$ cat src/rtl/text_console_writer.sv
// Text console writer: turns a byte stream (ASCII plus CR/LF/BS/FF) into write cycles on the
// character RAM port A, tracking the cursor and blanking each newly entered line or the whole screen.
module text_console_writer #(
  parameter int COLS   = 80,
  parameter int ROWS   = 60,
  parameter int ADDR_W = 14
) (
  input  logic              i_char_write_clock,
  input  logic              i_reset,
  input  logic [7:0]        i_in_data,
  input  logic              i_in_valid,
  output logic              o_in_ready,
  output logic [ADDR_W-1:0] o_char_write_addr,
  output logic [7:0]        o_char_write_data,
  output logic              o_char_write_enable,
  output logic [6:0]        o_cursor_col,
  output logic [6:0]        o_cursor_row,
  output logic              o_busy
);

  typedef enum logic [1:0] {S_IDLE, S_WRITE, S_CLR_LINE, S_CLR_SCREEN} state_t;

  localparam logic [ADDR_W-1:0] L_COLS     = ADDR_W'(COLS);
  localparam logic [ADDR_W-1:0] L_COLS_M1  = ADDR_W'(COLS - 1);
  localparam logic [ADDR_W-1:0] L_TOTAL_M1 = ADDR_W'(COLS * ROWS - 1);
  localparam logic [6:0]        L_LAST_COL = 7'(COLS - 1);
  localparam logic [6:0]        L_LAST_ROW = 7'(ROWS - 1);

  state_t              r_state, w_state;
  logic [6:0]          r_col, w_col, r_row, w_row;
  logic [ADDR_W-1:0]   r_line_base, w_line_base;
  logic [ADDR_W-1:0]   r_addr, w_addr, r_cnt, w_cnt;
  logic [7:0]          r_data, w_data;
  logic                r_we, w_we, r_adv, w_adv;

  logic [ADDR_W-1:0]   w_cur_addr, w_base_inc;
  logic [6:0]          w_row_inc;

  assign w_cur_addr = r_line_base + ADDR_W'(r_col);
  assign w_row_inc  = (r_row == L_LAST_ROW) ? 7'd0 : r_row + 7'd1;
  assign w_base_inc = (r_row == L_LAST_ROW) ? '0 : r_line_base + L_COLS;

  always_comb begin
    w_state     = r_state;
    w_col       = r_col;
    w_row       = r_row;
    w_line_base = r_line_base;
    w_addr      = r_addr;
    w_data      = r_data;
    w_cnt       = r_cnt;
    w_we        = 1'b0;
    w_adv       = r_adv;
    case (r_state)
      S_IDLE: begin
        if (i_in_valid) begin
          if (i_in_data >= 8'h20) begin
            w_state = S_WRITE;
            w_we    = 1'b1;
            w_addr  = w_cur_addr;
            w_data  = i_in_data;
            w_adv   = 1'b1;
          end else begin
            case (i_in_data)
              8'h0D: w_col = 7'd0;
              8'h0A: begin
                w_row       = w_row_inc;
                w_line_base = w_base_inc;
                w_state     = S_CLR_LINE;
                w_we        = 1'b1;
                w_addr      = w_base_inc;
                w_data      = 8'h20;
                w_cnt       = '0;
              end
              8'h08: begin
                // Backspace blanks the cell it moves onto and leaves the cursor there.
                if (r_col != 7'd0) begin
                  w_col   = r_col - 7'd1;
                  w_state = S_WRITE;
                  w_we    = 1'b1;
                  w_addr  = w_cur_addr - ADDR_W'(1);
                  w_data  = 8'h20;
                  w_adv   = 1'b0;
                end
              end
              8'h0C: begin
                w_col       = 7'd0;
                w_row       = 7'd0;
                w_line_base = '0;
                w_state     = S_CLR_SCREEN;
                w_we        = 1'b1;
                w_addr      = '0;
                w_data      = 8'h20;
                w_cnt       = '0;
              end
              default: ;
            endcase
          end
        end
      end
      S_WRITE: begin
        w_state = S_IDLE;
        if (r_adv) begin
          if (r_col == L_LAST_COL) begin
            w_col       = 7'd0;
            w_row       = w_row_inc;
            w_line_base = w_base_inc;
            w_state     = S_CLR_LINE;
            w_we        = 1'b1;
            w_addr      = w_base_inc;
            w_data      = 8'h20;
            w_cnt       = '0;
          end else begin
            w_col = r_col + 7'd1;
          end
        end
      end
      S_CLR_LINE, S_CLR_SCREEN: begin
        if (r_cnt == ((r_state == S_CLR_LINE) ? L_COLS_M1 : L_TOTAL_M1)) begin
          w_state = S_IDLE;
        end else begin
          w_we   = 1'b1;
          w_addr = r_addr + ADDR_W'(1);
          w_cnt  = r_cnt + ADDR_W'(1);
        end
      end
      default: w_state = S_IDLE;
    endcase
  end

  always_ff @(posedge i_char_write_clock) begin
    if (i_reset) begin
      r_state     <= S_IDLE;
      r_col       <= 7'd0;
      r_row       <= 7'd0;
      r_line_base <= '0;
      r_addr      <= '0;
      r_data      <= 8'h00;
      r_cnt       <= '0;
      r_we        <= 1'b0;
      r_adv       <= 1'b0;
    end else begin
      r_state     <= w_state;
      r_col       <= w_col;
      r_row       <= w_row;
      r_line_base <= w_line_base;
      r_addr      <= w_addr;
      r_data      <= w_data;
      r_cnt       <= w_cnt;
      r_we        <= w_we;
      r_adv       <= w_adv;
    end
  end

  assign o_in_ready          = (r_state == S_IDLE) && !i_reset;
  assign o_char_write_addr   = r_addr;
  assign o_char_write_data   = r_data;
  assign o_char_write_enable = r_we;
  assign o_cursor_col        = r_col;
  assign o_cursor_row        = r_row;
  assign o_busy              = (r_state == S_CLR_LINE) || (r_state == S_CLR_SCREEN);

endmodule
$ cat config.mk
export PLATFORM = sky130hd
export DESIGN_NAME = text_console_writer
export DESIGN_NICKNAME = d
export VERILOG_FILES = /design/src/rtl/text_console_writer.sv
export SDC_FILE = /design/constraint.sdc
export NUM_CORES = 1
export LEC_CHECK = 0
export CAP_MARGIN = 5
export CORE_MARGIN = 2
export CORE_UTILIZATION = 50
export DETAILED_ROUTE_END_ITERATION = 8
export HOLD_SLACK_MARGIN = 0.1
export PLACE_DENSITY = 0.72
export SLEW_MARGIN = 0
export SYNTH_ARGS = -nofsm -noshare
export SYNTH_HDL_FRONTEND = slang
export SYNTH_SLANG_ARGS = --single-unit
export TNS_END_PERCENT = 5
$ cat constraint.sdc
create_clock -name i_char_write_clock -period 3.3 [get_ports i_char_write_clock]
set_input_delay 0.825 -clock i_char_write_clock [delete_from_list [all_inputs] [get_ports i_char_write_clock]]
set_output_delay 0.825 -clock i_char_write_clock [all_outputs]
set_load 0.03 [all_outputs]
# [Word level (Yosys, flattened, before mapping)]
# Index checks and enable logic that the tools add are counted.
[classes] n_mux=61 n_addsub=8 reduce_logical=18 order_cmp=1 eq_ne=23
[op_table] cell="$mux W14" count=15
[op_table] cell="$pmux W14 S3" count=3
[op_table] cell="$mux W7" count=10
[op_table] cell="$pmux W14 S2" count=2
[op_table] cell="$pmux W7 S2" count=4
[op_table] cell="$mux W8" count=5
[op_table] cell="$eq A8 B4 Y1 const B" count=4
[op_table] cell="$pmux W8 S2" count=2
[op_table] cell="$reduce_and A6 Y1" count=5
[op_table] cell="$add A14 B1 Y14 const B" count=2
[op_table] cell="$add A14 B7 Y14" count=1
[op_table] cell="$add A14 B7 Y14 const B" count=1
[op_table] cell="$add A7 B1 Y7 const B" count=2
[op_table] cell="$eq A14 B13 Y1" count=1
[op_table] cell="$ne A2 B2 Y1 const B" count=7
[op_table] cell="$sub A14 B1 Y14 const B" count=1
[op_table] cell="$mux W13" count=1
[op_table] cell="$mux W2" count=6
[op_table] cell="$pmux W2 S3" count=2
[op_table] cell="$mux W1" count=9
[op_table] cell="$ge A8 B6 Y1 const B" count=1
[op_table] cell="$reduce_and A4 Y1" count=2
[op_table] cell="$eq A7 B6 Y1 const B" count=1
[op_table] cell="$eq A7 B7 Y1 const B" count=1
[op_table] cell="18 further kinds" count=23
[word_totals] out_inout_bits=39 ff_bits=68 word_cells=120

# [Longest topological paths before layout]
[depth] depth_word=7 ltp_mapped=11 ltp_nobuf=11

# [Worst setup path before layout]
# No wires, ideal clock.
[synth_path] path_type="register to register" startpoint="register r_col[0] (netlist: o_cursor_col[0])" endpoint="register r_addr[12] (netlist: o_char_write_addr[12])" path_slack_ps=56 n_path_buf=0 period_less_slack_ps=3244 stages_incl_launch_ff=12 setup_time_ps=131 t_arrival_ps=3112 path_cell_list="dfxtp_1 -> ha_1 -> inv_1 -> fa_1 -> nor2b_1 -> o31a_1 -> o31a_1 -> o311ai_2 -> or4b_4 -> or3_1 -> a311oi_1 -> nor3_1"
[synth_via] elab_chain_cells=7 elab_cells_between_ends=12 cone_classes="add/sub: 2; eq/ne: 3; mux: 5; reduce/logical: 2"
[synth_rtl] element="start, declared" line="30" rtl="logic [6:0] r_col, w_col, r_row, w_row;"
[synth_rtl] element="start signal, assigned" line="143" rtl="r_col <= w_col;"
[synth_rtl] element="$add A14 B7 Y14" line="39" rtl="assign w_cur_addr = r_line_base + ADDR_W'(r_col);"
[synth_rtl] element="$sub A14 B1 Y14" line="80" rtl="w_addr = w_cur_addr - ADDR_W'(1);"
[synth_rtl] element="$mux W14" line="76" rtl="if (r_col != 7'd0) begin"
[synth_rtl] element="$pmux W14 S3" line="63" rtl="case (i_in_data)"
[synth_rtl] element="$mux W14" line="56" rtl="if (i_in_data >= 8'h20) begin"
[synth_rtl] element="$mux W14" line="55" rtl="if (i_in_valid) begin"
[synth_rtl] element="$pmux W14 S3" line="53" rtl="case (r_state)"
[synth_rtl] element="end signal, assigned" line="146" rtl="r_addr <= w_addr;"
[synth_rtl] element="end, declared" line="32" rtl="logic [ADDR_W-1:0] r_addr, w_addr, r_cnt, w_cnt;"
# Parallel ways exist; a longest one is shown, timed or not. The select of a mux whose other input is x is not followed.
# A chain may end at the register's enable or synchronous reset.

# [Worst setup path after layout]
[layout_path] startpoint="register r_line_base[0]" endpoint="register r_addr[12] (netlist: o_char_write_addr[12])"
[layout_via] elab_chain_cells=7 elab_cells_between_ends=11 cone_classes="add/sub: 3; mux: 8"
[layout_rtl] element="start, declared" line="31" rtl="logic [ADDR_W-1:0] r_line_base, w_line_base;"
[layout_rtl] element="start signal, assigned" line="145" rtl="r_line_base <= w_line_base;"
[layout_rtl] element="$add A14 B7 Y14" line="39"
[layout_rtl] element="$sub A14 B1 Y14" line="80"
[layout_rtl] element="$mux W14" line="76"
[layout_rtl] element="$pmux W14 S3" line="63"
[layout_rtl] element="$mux W14" line="56"
[layout_rtl] element="$mux W14" line="55"
[layout_rtl] element="$pmux W14 S3 (*)" line="53"
# Every way passes the cells marked *; elsewhere a longest branch is shown, timed or not. The select of a mux whose other input is x is not followed.

==> results by stage <==
Route:
- The number of remaining DRC errors is 0.
- The number of DRC violations after detailed-routing iteration 0 is 401.
- The wire length per cell is 17.6 µm.
- The first-pass iteration count of the detailed router is 5.
- Dividing the detail-routed via count by the number of cells gives 6.11.
- After detailed routing, the total wire length is 14.8 mm.
- The detailed router placed 5154 vias in this run.
- The post-route antenna net violation count is 0.

GRT:
- The total global routing overflow is 0.
- The via count of the first global-routing pass is 4942.
- The largest net degree at the start of global routing is 41.
- The first-pass GRT wire length is 24.4 mm.
- The global-route usage over all layers is 0.298.
- The number of antenna violations at the first check in global routing is 0.

Synthesis:
- The adder and majority cell fraction of the synthesized area is 0.0432.
- For this run, the register share of the synthesized area comes to 0.283.
- The async set or reset register ratio after synthesis is 0.
- The net count of the mapped netlist is 674.
- By area, the combinational part of the netlist is dominated by simple AND/OR/NAND/NOR gates.
- Among all flip-flop cells after synthesis, the most frequent one is sky130_fd_sc_hd__dfxtp_1.
- The number of cells produced by synthesis is 647.
- The post-synthesis cell type count is 66.
- Counting flops and latches in the post-synthesis netlist gives 68.
- After synthesis the cells add up to 0.00481 mm².
- The share of synthesized area spent on multiplexers is 0.0125.
- Each instance of the synthesized netlist takes up on average 7.43 µm².
- The fraction of the mapped netlist area in compound gates is 0.232.
- The number of flops mapped to enable cells by yosys is 0.
- The number of warnings printed during yosys synthesis is 0.
- Of the total synthesized cell area, the portion taken by AND, OR, NAND and NOR gates is 0.303.
- The xor and xnor area share after synthesis is 0.0817.

Critical path:
- Data arrives at the worst endpoint at 3.35 ns.
- The critical path is of the register to register type.
- The critical path's largest stage delay is 0.50 ns.
- The worst register-to-register path has a setup slack of 0.19 ns.
- The critical path goes through ha_1 -> inv_1 -> fa_1 -> nor2b_2 -> a2bb2oi_1 -> o221ai_1 -> or2_1 -> or4b_4 -> or3_1 -> a311oi_1 -> nor3_1.
- The slowest stage of the critical path is the sky130_fd_sc_hd__or4b_4 cell.
- The worst flop-to-flop path startpoint is r_line_base[0].
- The endpoint identified for the worst register-to-register timing path is o_char_write_addr[12].
- For the worst flop-to-flop path, the logic depth is 11.
- In this run the worst path has a maximum fanout of 4.
- The number of buffers and inverters on the critical path is 1.
- STA classifies the critical path startpoint as a register.
- In this design, the largest share of critical-path delay is due to simple AND/OR/NAND/NOR gates.
- The kind of end point of the critical path is a register.
- The critical path required time is 3.54 ns.

Power and ir drop:
- The share of total power in sequential cells is 0.413.
- The total power after layout is 2150 µW.
- The net switching component of the power is 726 µW.
- The part of the power in the clock network is 0.352.
- The leakage component of the power is 0.00220 µW.
- The worst-case IR drop observed on VDD is 0.239 mV.
- The switching part of the total is 0.337.
- The combinational share of power is 0.235.
- The ratio of total power to cell area is 368 mW/mm².
- The internal power of the cells totals 1430 µW.

Timing:
- After routing, the total negative slack on setup checks comes to 0 ns.
- The final max-slew violation count is 0.
- Setup violations remaining at the end of the flow were counted as 0.
- The hold violation count in the final report is 0.
- The worst slew margin relative to its limit is 0.570.
- For the finished layout, the period the worst path requires is 3.11 ns.
- The share of the clock period used by the worst path is 0.943.
- Derived from the worst setup path, the maximum achievable clock frequency is 0.321 GHz.
- The measured slew at the worst slew-check pin is 0.641 ns.
- Setup repair after global routing left no endpoint under its margin.
- On the final layout, the worst clock skew is 0.0147 ns.

Placement:
- The total half-perimeter wirelength after legalization and detailed placement is 10.9 mm.
- In this run, placement finished with an instance count of 827.
- The routability-driven placement congestion ratio is 1.03.
- The count of buffers from port buffering is 49.

Flow run:
- The number of maximum-capacitance constraint violations is 0.

Clock tree:
- The root buffer cell chosen for the clock tree is sky130_fd_sc_hd__clkbuf_8.
- For the worst-skew pair, the clock arrives at the later sink with an insertion delay of 0.37 ns.
- TritonCTS created 9 clock buffers.
- Clock-pin slew was measured on the worst setup and hold paths at 0.09 ns.
- The CTS tree is done.
- The number of buffers on the longest clock path is 2.
- The sink count of the clock tree is 68.
- The H-tree was split into 3 levels.

Layout:
- In the layout the commonest cells are sky130_fd_sc_hd__nor2_1, sky130_fd_sc_hd__dfxtp_1, sky130_fd_sc_hd__nand2_1.
- The filler-free cell count of the finished design is 843.
- Leaving out fill and tap cells, the most frequent cell in the layout is sky130_fd_sc_hd__nor2_1.
- The count of antenna diodes in the layout is 0.
- Relative to the synthesized area, the layout overhead comes to 21.8%.
- Of the cells placed in the final design, the portion with a size suffix greater than 1 is 0.105.
- After filler insertion, the fill cell instance count of the layout stands at 870.
- The number of nets at the end of the flow is 736.

Min path:
- The terminating pin of the worst hold path is r_adv.
- The hold path startpoint is r_adv.
- The class of the worst hold path is register to register.
- The worst hold path passes through 2 cells.

Floorplan:
- The floorplan step set the die height to 102 µm.
- The effective utilization at floorplan is 0.518.
- The I/O pin count is 50.
- The die covers 0.0104 mm².
- After floorplanning, the core was divided into 35 placement rows.
- The die is 102 µm wide.
- The total area inside the core boundary comes to 0.00928 mm².

Outcome:
- The flow ran to the end, and the final reports show no timing, DRC or antenna violations.
[flip-flops by register name, indices dropped and copies added, names as in the netlist]
register and cells:
o_char_write_addr 14, o_char_write_data 8, o_char_write_enable 1, o_cursor_col 7, o_cursor_row 7, r_adv 1, r_cnt 14, r_line_base 14
r_state 2
[layout make-up]
type	count	area [µm²]	area share
Sequential cell	68	1360	0.233
Clock buffer	9	124	0.0212
Tap cell	129	161	0.0276
Inverter	16	60.1	0.0103
Timing Repair Buffer	90	821	0.140
Clock inverter	7	82.6	0.0141
Multi-Input combinational cell	524	3240	0.554
[kinds of logic after synthesis]
family	count (synthesis)
compound gates	168
flops	68
buf+inv	55
mux	6
fa+ha+maj	16
simple gates	290
xor+xnor	44
[power groups by stage]
stage          clock network [µW]  registers, µW  logic, µW
3_3_place_gp                    0            906        492
4_1_cts                       763            889        498
6_report                      757            889        506
5_1_grt                       803            894        552
2_1_floorplan                   0            953        257
3_5_place_dp                    0            907        496
[cell usage after synthesis, types with 3 or more instances]
library cell                n  area, µm²
sky130_fd_sc_hd__nor2_1    82        308
sky130_fd_sc_hd__dfxtp_1   68       1360
sky130_fd_sc_hd__nand2_1   58        218
sky130_fd_sc_hd__a21oi_1   52        260
sky130_fd_sc_hd__clkbuf_1  34        128
sky130_fd_sc_hd__nand3_1   29        145
sky130_fd_sc_hd__o21ai_0   29        145
sky130_fd_sc_hd__nor3_1    26        130
sky130_fd_sc_hd__xor2_1    24        210
sky130_fd_sc_hd__xnor2_1   19        166
sky130_fd_sc_hd__and3_1    17        106
sky130_fd_sc_hd__inv_1     16       60.1
sky130_fd_sc_hd__ha_1      15        188
sky130_fd_sc_hd__and2_1    13       81.3
sky130_fd_sc_hd__a22oi_1   12       90.1
sky130_fd_sc_hd__nand4_1   10       62.6
sky130_fd_sc_hd__nor3b_1    7       52.6
sky130_fd_sc_hd__nor4_1     7       43.8
sky130_fd_sc_hd__o211ai_1   7       52.6
sky130_fd_sc_hd__o21a_1     7       52.6
sky130_fd_sc_hd__or3_1      7       43.8
sky130_fd_sc_hd__a311oi_1   6       52.6
sky130_fd_sc_hd__mux2i_1    6       60.1
sky130_fd_sc_hd__or2_2      6       37.5
sky130_fd_sc_hd__a21o_1     5       37.5
sky130_fd_sc_hd__a31oi_1    5       31.3
sky130_fd_sc_hd__and4_1     5       43.8
sky130_fd_sc_hd__buf_2      5       25.0
sky130_fd_sc_hd__nor2b_1    5       31.3
sky130_fd_sc_hd__o21ai_1    4       20.0
sky130_fd_sc_hd__o221ai_1   4       35.0
sky130_fd_sc_hd__o22ai_1    4       25.0
sky130_fd_sc_hd__a211oi_1   3       22.5
sky130_fd_sc_hd__a22o_1     3       26.3
sky130_fd_sc_hd__nand2b_1   3       18.8
sky130_fd_sc_hd__or4b_1     3       30.0
[worst max-delay path by stage]
| stage | cells past startpoint | from | to | slack [ns] |
|---|---|---|---|---|
| after CTS | 13 | r_line_base[0] | o_char_write_addr[13] | 0.14 |
| after global placement | 9 | i_in_data[0] | o_char_write_addr[3] | 0.11 |
| final | 11 | r_line_base[0] | o_char_write_addr[12] | 0.19 |
| after global routing | 11 | r_line_base[0] | o_char_write_addr[12] | 0.002 |
| after floorplan | 11 | o_cursor_col[0] | o_char_write_addr[12] | 0.06 |
| after detailed placement | 9 | i_in_data[1] | o_char_write_addr[3] | 0.01 |
[per-layer routing]
metal | vias up | routed length (µm) | global-route usage
met3 | 45 | 886 | 0.0581
met1 | 2438 | 6560 | 0.381
li1 | 2468 | - | -
met2 | 203 | 6950 | 0.496
met5 | - | 0 | 0
met4 | 0 | 417 | 0.118
[tightest hold or removal path: cells and delay by family, from the launching register on]
kind            cells  cell delay [ns]
compound gates      2             0.13
flops               1             0.32
[metrics by stage]
step / utilization / setup slack, ns / hold slack, ns / instance area [µm²]
2_1_floorplan: - / 0.0564 / 0.454 / 4810
3_3_place_gp: 0.607 / 0.112 / 0.476 / 5640
3_5_place_dp: 0.607 / 0.0124 / 0.477 / 5640
4_1_cts: 0.629 / 0.135 / 0.491 / 5840
5_1_grt: 0.630 / 0.00224 / 0.528 / 5850
6_report: 0.630 / 0.188 / 0.496 / 5850
[repair_timing]
| item | 4_1_cts | 5_1_grt |
|---|---|---|
| endpoints found under the setup margin | 0 | 3 |
| setup buffers | 0 | 0 |
| endpoints found under the hold margin | 0 | 0 |
| hold buffers | 0 | 0 |
| gates resized for setup | 0 | 3 |
(Power assumes the default switching activity.)
